### src/rtl/pc_fetch_ctrl.sv
// Fetch PC and single-outstanding instruction-fetch request controller.
// Applies sequential, branch/jump and trap redirects; kills in-flight responses on redirect.
module pc_fetch_ctrl #(
   parameter int unsigned XLEN       = 64,
   parameter logic [63:0] PC_INIT    = 64'h8000_0000,
   parameter int unsigned INST_BYTES = 4
) (
   input  logic            clk,
   input  logic            reset_n,
   output logic            ireq_valid,
   output logic [XLEN-1:0] ireq_addr,
   input  logic            ireq_ready,
   input  logic            data_ok,
   input  logic            stall,
   input  logic            redirect_valid,
   input  logic [XLEN-1:0] redirect_pc,
   input  logic            trap_valid,
   input  logic [XLEN-1:0] trap_pc,
   output logic [XLEN-1:0] pc,
   output logic            inst_valid,
   output logic            misalign
);

   localparam int unsigned     OffW   = $clog2(INST_BYTES);
   localparam logic [XLEN-1:0] PcInit = PC_INIT[XLEN-1:0];
   localparam logic [XLEN-1:0] Step   = XLEN'(INST_BYTES);

   typedef enum logic [1:0] {StIdle, StReq, StWait, StHold} state_e;

   state_e          state_q, state_d;
   logic [XLEN-1:0] pc_q, pc_d;
   logic [XLEN-1:0] pend_pc_q, pend_pc_d;
   logic            pend_q, pend_d;

   logic            tgt_aligned;
   logic            redir;
   logic [XLEN-1:0] redir_tgt;
   logic [XLEN-1:0] pc_inc;

   // Trap targets bypass the alignment check; IDLE ignores every redirect.
   always_comb begin
      tgt_aligned = 1'b1;
      if (!trap_valid) begin
         tgt_aligned = (redirect_pc[OffW-1:0] == '0);
      end
      redir_tgt = trap_valid ? trap_pc : redirect_pc;
      redir     = (trap_valid | redirect_valid) & tgt_aligned & (state_q != StIdle);
      misalign  = redirect_valid & ~trap_valid & ~tgt_aligned & (state_q != StIdle);
      pc_inc    = pc_q + Step;
   end

   always_comb begin
      state_d    = state_q;
      pc_d       = pc_q;
      pend_d     = pend_q;
      pend_pc_d  = pend_pc_q;
      ireq_valid = 1'b0;
      inst_valid = 1'b0;
      unique case (state_q)
         StIdle: begin
            state_d = StReq;
         end
         StReq: begin
            ireq_valid = 1'b1;
            if (ireq_ready) begin
               state_d = StWait;
               // Accepted request keeps its address; the redirect waits for the response.
               if (redir) begin
                  pend_d    = 1'b1;
                  pend_pc_d = redir_tgt;
               end
            end else if (redir) begin
               pc_d = redir_tgt;
            end
         end
         StWait: begin
            if (!data_ok) begin
               if (redir) begin
                  pend_d    = 1'b1;
                  pend_pc_d = redir_tgt;
               end
            end else if (pend_q || redir) begin
               pc_d    = redir ? redir_tgt : pend_pc_q;
               pend_d  = 1'b0;
               state_d = StReq;
            end else begin
               inst_valid = 1'b1;
               if (stall) begin
                  state_d = StHold;
               end else begin
                  pc_d    = pc_inc;
                  state_d = StReq;
               end
            end
         end
         StHold: begin
            inst_valid = 1'b1;
            if (redir) begin
               pc_d    = redir_tgt;
               state_d = StReq;
            end else if (!stall) begin
               pc_d    = pc_inc;
               state_d = StReq;
            end
         end
         default: begin
            state_d = StIdle;
         end
      endcase
   end

   always_ff @(posedge clk or negedge reset_n) begin
      if (!reset_n) begin
         state_q   <= StIdle;
         pc_q      <= PcInit;
         pend_q    <= 1'b0;
         pend_pc_q <= '0;
      end else begin
         state_q   <= state_d;
         pc_q      <= pc_d;
         pend_q    <= pend_d;
         pend_pc_q <= pend_pc_d;
      end
   end

   assign pc        = pc_q;
   assign ireq_addr = pc_q;

endmodule

### config.mk
export PLATFORM = sky130hd
export DESIGN_NAME = pc_fetch_ctrl
export DESIGN_NICKNAME = d
export VERILOG_FILES = /design/src/rtl/pc_fetch_ctrl.sv
export SDC_FILE = /design/constraint.sdc
export NUM_CORES = 1
export LEC_CHECK = 0
export CAP_MARGIN = 25
export CORE_ASPECT_RATIO = 2
export CORE_MARGIN = 2
export CORE_UTILIZATION = 40
export CTS_CLUSTER_DIAMETER = 40
export DETAILED_ROUTE_END_ITERATION = 7
export PLACE_DENSITY = 0.7
export SYNTH_ARGS = -nofsm -noshare
export SYNTH_HDL_FRONTEND = slang
export SYNTH_SLANG_ARGS = --single-unit
### constraint.sdc
create_clock -name clk -period 3.27 [get_ports clk]
set_input_delay 0.327 -clock clk [delete_from_list [all_inputs] [get_ports clk]]
set_output_delay 0.327 -clock clk [all_outputs]
set_load 0.02 [all_outputs]
Word-level counts from Yosys, hierarchy flattened
Index checks and enable logic that the tools add are counted.
Storage, ports and cells
  flip-flop bits (word level): 131
  input bits: 135
  output and inout bits: 131
  logic and storage cells: 62
Cells by class
  $add $sub $neg: 1
  equal/unequal tests: 10
  multiplexer cells: 29
  bitwise logic cells: 8
  reduce and logical (&&, ||, !) cells: 10
Operators with widths (number)
  2-to-1 mux 64 bit: 10
  case mux 64 bit (3 select lines): 1
  case mux 64 bit (2 select lines): 1
  adder 64 x 3 -> 64 bit, second input constant: 1
  2-to-1 mux 2 bit: 6
  inequality test 2 bit, second input constant: 5
  AND reduction 3 bit: 3
  2-to-1 mux 1 bit: 8
  case mux 2 bit (4 select lines): 1
  inequality test 3 bit, second input constant: 2
  bitwise AND 1 bit: 5
  equality test 2 bit, second input constant: 2
  zero test 2 bit: 2
  case mux 1 bit (2 select lines): 2
  AND reduction 4 bit: 1
  nonzero test 2 bit: 2
  nonzero test 3 bit: 1
  equality test 2 x 1 -> 1 bit, second input constant: 1
  inverter 1 bit: 2
  logical OR 1 bit: 1
  OR 1 bit: 1

Logic depth before layout (Yosys ltp)
  depth after elaboration: 8
  mapped depth: 10
  depth with buffers taken out: 8

Least setup slack after synthesis
Ideal clock, no wire load.
  path type: register to register
  from: register pc_q[2], in the netlist ireq_addr[2]
  to: register pc_q[42], in the netlist ireq_addr[42]
  library setup time: 0.124 ns
  data arrival time: 2.434 ns
  data required time: 3.146 ns
  slack: 0.712 ns
  stages on the path, launching flop included: 9
  buffers on the path: 1
  period minus slack after synthesis: 2.558 ns
  path through: dfrtp_1 > ha_1 > nand4b_4 > or4_4 > nor4_4 > buf_6 > a21o_1 > a21oi_1 > a211o_1
Between the ends
  word-level cells in the longest chain between the ends: 5
Ends and longest elaborated chain
  start: declaration: RTL line 31  | logic [XLEN-1:0] pc_q, pc_d;
  start signal: assignment: RTL line 115  | pc_q <= PcInit;
  start signal: assignment: RTL line 120  | pc_q <= pc_d;
  adder 64 x 3 -> 64 bit (*): RTL line 49  | pc_inc = pc_q + Step;
  2-to-1 mux 64 bit (*): RTL line 88, 101
  2-to-1 mux 64 bit: RTL line 82  | end else if (pend_q || redir) begin
  2-to-1 mux 64 bit: RTL line 77  | if (!data_ok) begin
  case mux 64 bit (3 select lines) (*): RTL line 59  | unique case (state_q)
Mark *: on every way between the ends. The rest lies on a longest branch, timed or not. The select of a mux whose other input is x is not followed.
A chain may end at the register's enable or synchronous reset.

Worst setup path after layout
  from: register state_q[0]
  to: output port inst_valid
Between the ends
  word-level cells in the longest chain between the ends: 6
Ends and longest elaborated chain
  start: declaration: RTL line 30  | state_e state_q, state_d;
  start signal: assignment: RTL line 114  | state_q <= StIdle;
  start signal: assignment: RTL line 119  | state_q <= state_d;
  nonzero test 2 bit: RTL line 47  | redir = (trap_valid | redirect_valid) & tgt_aligned & (state_q != StIdle);
  bitwise AND 1 bit: RTL line 47
  logical OR 1 bit: RTL line 82
  2-to-1 mux 1 bit: RTL line 82
  2-to-1 mux 1 bit: RTL line 77
  case mux 1 bit (2 select lines) (*): RTL line 59
  end: declaration: RTL line 20  | output logic inst_valid,
Mark *: on every way between the ends. The rest lies on a longest branch, timed or not.

==> impl_metrics.toml <==
[sta]
period_minus_slack_ns = 3.17
finalSetupViolCount = 0
drv_slew = 0
layout_setup_ws_ns = 0.104
rsz0062_at_grt = "no"
hold_viol_final = 0
period_share_pct = 96.8
tns_ns = 0
tightest_slew_ns = 0.822
max_freq_mhz = 316
fin_skew_ns = 0.0117
max_slew_margin_pct = 45.2

[setup_path]
cp_slowest_cell = "or4b_2"
cp.arrival_ns = 2.84
cp_num_buf_inv = 2
path_depth = 7
cp-startpoint = "state_q[0]"
slowest_delay_ns = 0.68
crit_fanout = 9
critPathKind = "reg -> out"
critPathLaunchType = "register"
r2r-start = "state_q[0]"
crit_required_ns = 2.94
reg2regPathDepth = 8
r2r-end = "ireq_addr[60]"
path_delay_family = "simple AND/OR/NAND/NOR gates"
path_cells = "inv_1 > ha_2 > or4b_2 > and3_1 > nand2_1 > nand2_1 > clkdlybuf4s50_1"
endpoint_kind = "primary output"
crit_top_cell = "nand2_1"
r2r_slack_ns = 0.44

[flow_run]
drv_cap = 0

[floorplanning]
rows = 79
initial_utilization_pct = 40.6
num_io_pins = 266
die_area_um2 = 24800
fp.coreArea_um2 = 23100
die_width_um = 112
die_y_um = 221

[yosys]
ys_ff_latch = 131
yosys-top-cells-area = "dfrtp_1 (35%), o21ai_0 (7.0%), mux2i_1 (6.1%), nand2_1 (5.3%), buf_4 (5.1%)"
ys_warn_count = 0
synth_edf_count = 0
synth_area_leader_cell = "dfrtp_1"
yosysSeqAreaShare_pct = 34.9
synthSimpleGateAreaFrac_pct = 18.9
async_reset_ff_share_pct = 100
synth_cell_types = 81
syn-num-nets = 1243
synth_area_per_cell_um2 = 8.52
synth_flop_cell = "dfrtp_1"
syn_inst = 1102
synth_top_family_by_area = "compound AO/OA/AOI/OAI gates"
synth_xor_area_share_pct = 1.12
synthAdderAreaFrac_pct = 0.800
synth_compound_area_share_pct = 25.2
synthMuxAreaShare_pct = 9.56
yosysTopAreaCellShare_pct = 34.7
netlist_area_um2 = 9390
synth.most_common_cell = "nand2_1"
synth_commonest_cells = "nand2_1 (133), o21ai_0 (131), dfrtp_1 (130)"

[placement]
gp_congestion = 0.921
hpwl_mm = 26.2
io_buffers = 265
pre_cts_ws_ns = 0.299

[clocking]
cts_setup_buffers = 0
cts.sinks = 131
cts.clk_slew.worst_paths_ns = 0.06
htreeDepth = 4
clock_path_buffers = 2
clk_latency_ns = 0.44
cts_buffers = 17
cts_root_buf = "clkbuf_16"
cts_tree = "built"

[routing]
routed_wl_mm = 35.5
via_count = 9827
first_pass_iters = 6
route.detailed.drc = 0
detail_route.vias_per_cell = 6.21
drtAntennaViolNets = 0
drt-initial-drc-count = 710
wl_per_cell_um = 22.4

[global_route]
grt_pass1_vias = 9737
grt_start_max_net_pins = 83
antenna_found_initial = 1
grt_use_total_pct = 27.9
overflow = 0
grt_pass1_wl_mm = 53.8

[power_and_ir_drop]
p_per_area_nw_per_um2 = 999
worst_ir_drop_vdd_mv = 0.539
p_leak_nw = 5.20

[finish]
drive_above_1_share_pct = 10.9
layout.nets = 1427
n_fill_cell = 2167
synthToLayoutAreaGrowth_pct = 36.1

[run_status]
outcome = "finished, final reports clean"

[worst_hold_path]
hold_class = "in -> async"
==> cell type report <==
cell class / count / area [um^2] / share of cell area (%)
Clock buffer: 20 / 467 / 3.65
Sequential cell: 131 / 3280 / 25.7
Multi-Input combinational cell: 805 / 5260 / 41.2
Clock inverter: 12 / 225 / 1.76
Inverter: 17 / 63.8 / 0.500
Tap cell: 283 / 354 / 2.77
Timing Repair Buffer: 314 / 3120 / 24.4
Antenna cell: 1 / 2.50 / 0.0196
==> placed cells by master, fill, tap and decap left out, drive strengths merged, types with 6 or more instances in the layout <==
master           n
inv             17
a211oi          12
nor2            56
a31oi           17
o2bb2ai         23
clkbuf          20
a2bb2oi          8
o211ai           9
mux2i           57
o22ai            7
bufinv           6
and3            20
mux2            29
o32ai           11
o21ai          133
clkdlybuf4s50  263
nor3            15
a22o             9
a221oi           7
a21oi           48
nand4           31
buf             50
xnor2            7
ha               6
dfrtp          130
nor4            18
nand2          135
a22oi           18
nand3           30
==> worst max-delay path by stage <==
stage                    endpoint
finish                 inst_valid
floorplan           ireq_addr[42]
global placement       inst_valid
CTS                    inst_valid
detailed placement  ireq_addr[59]
global route           inst_valid
==> flip-flops by register name (all words and copies together) (netlist names) <==
name,flops
ireq_addr,64
state_q,2
pend_q,1
pend_pc_q,64
==> per-layer routing <==
metal	share of wire (%)	track usage, %
met1	34	29.1
met3	6.5	4.35
met4	8.9	22.9
met5	0	0
met2	51	49.1
==> report_power, final <==
group / internal (W) / total [W] / switching (W)
sequential: 0.00243 / 0.00354 / 0.00111
combinational: 0.00305 / 0.00695 / 0.00390
clock: 0.00149 / 0.00226 / 0.000770
==> cells by family after synthesis <==
logic type | after synthesis
multiplexers | 86
AO/OA/AOI/OAI | 358
buffers and inverters | 166
XOR/XNOR | 12
flip-flops | 131
AND/OR/NAND/NOR | 343
adder cells (fa/ha/maj) | 6
==> through the flow <==
stage / instance area, um^2 / total power [W] / util (%) / cells / hold WS [ns]
2_1_floorplan: 9390 / 0.00766 / - / 1102 / 0.0314
3_3_place_gp: 12100 / 0.0103 / 52.2 / 1549 / 0.335
3_5_place_dp: 12100 / 0.0104 / 52.2 / 1549 / 0.327
4_1_cts: 12800 / 0.0127 / 55.2 / 1582 / 0.433
5_1_grt: 12800 / 0.0134 / 55.2 / 1583 / 0.462
6_report: 12800 / 0.0128 / 55.2 / 1583 / 0.412
==> what timing repair did <==
item / in CTS / in global routing
hold endpoints to repair: 34 / 0
setup endpoints to repair: 0 / 1
hold buffers: 1 / 0
gates resized for setup: 0 / 1
Note: power is estimated with default switching activity, not from simulation.
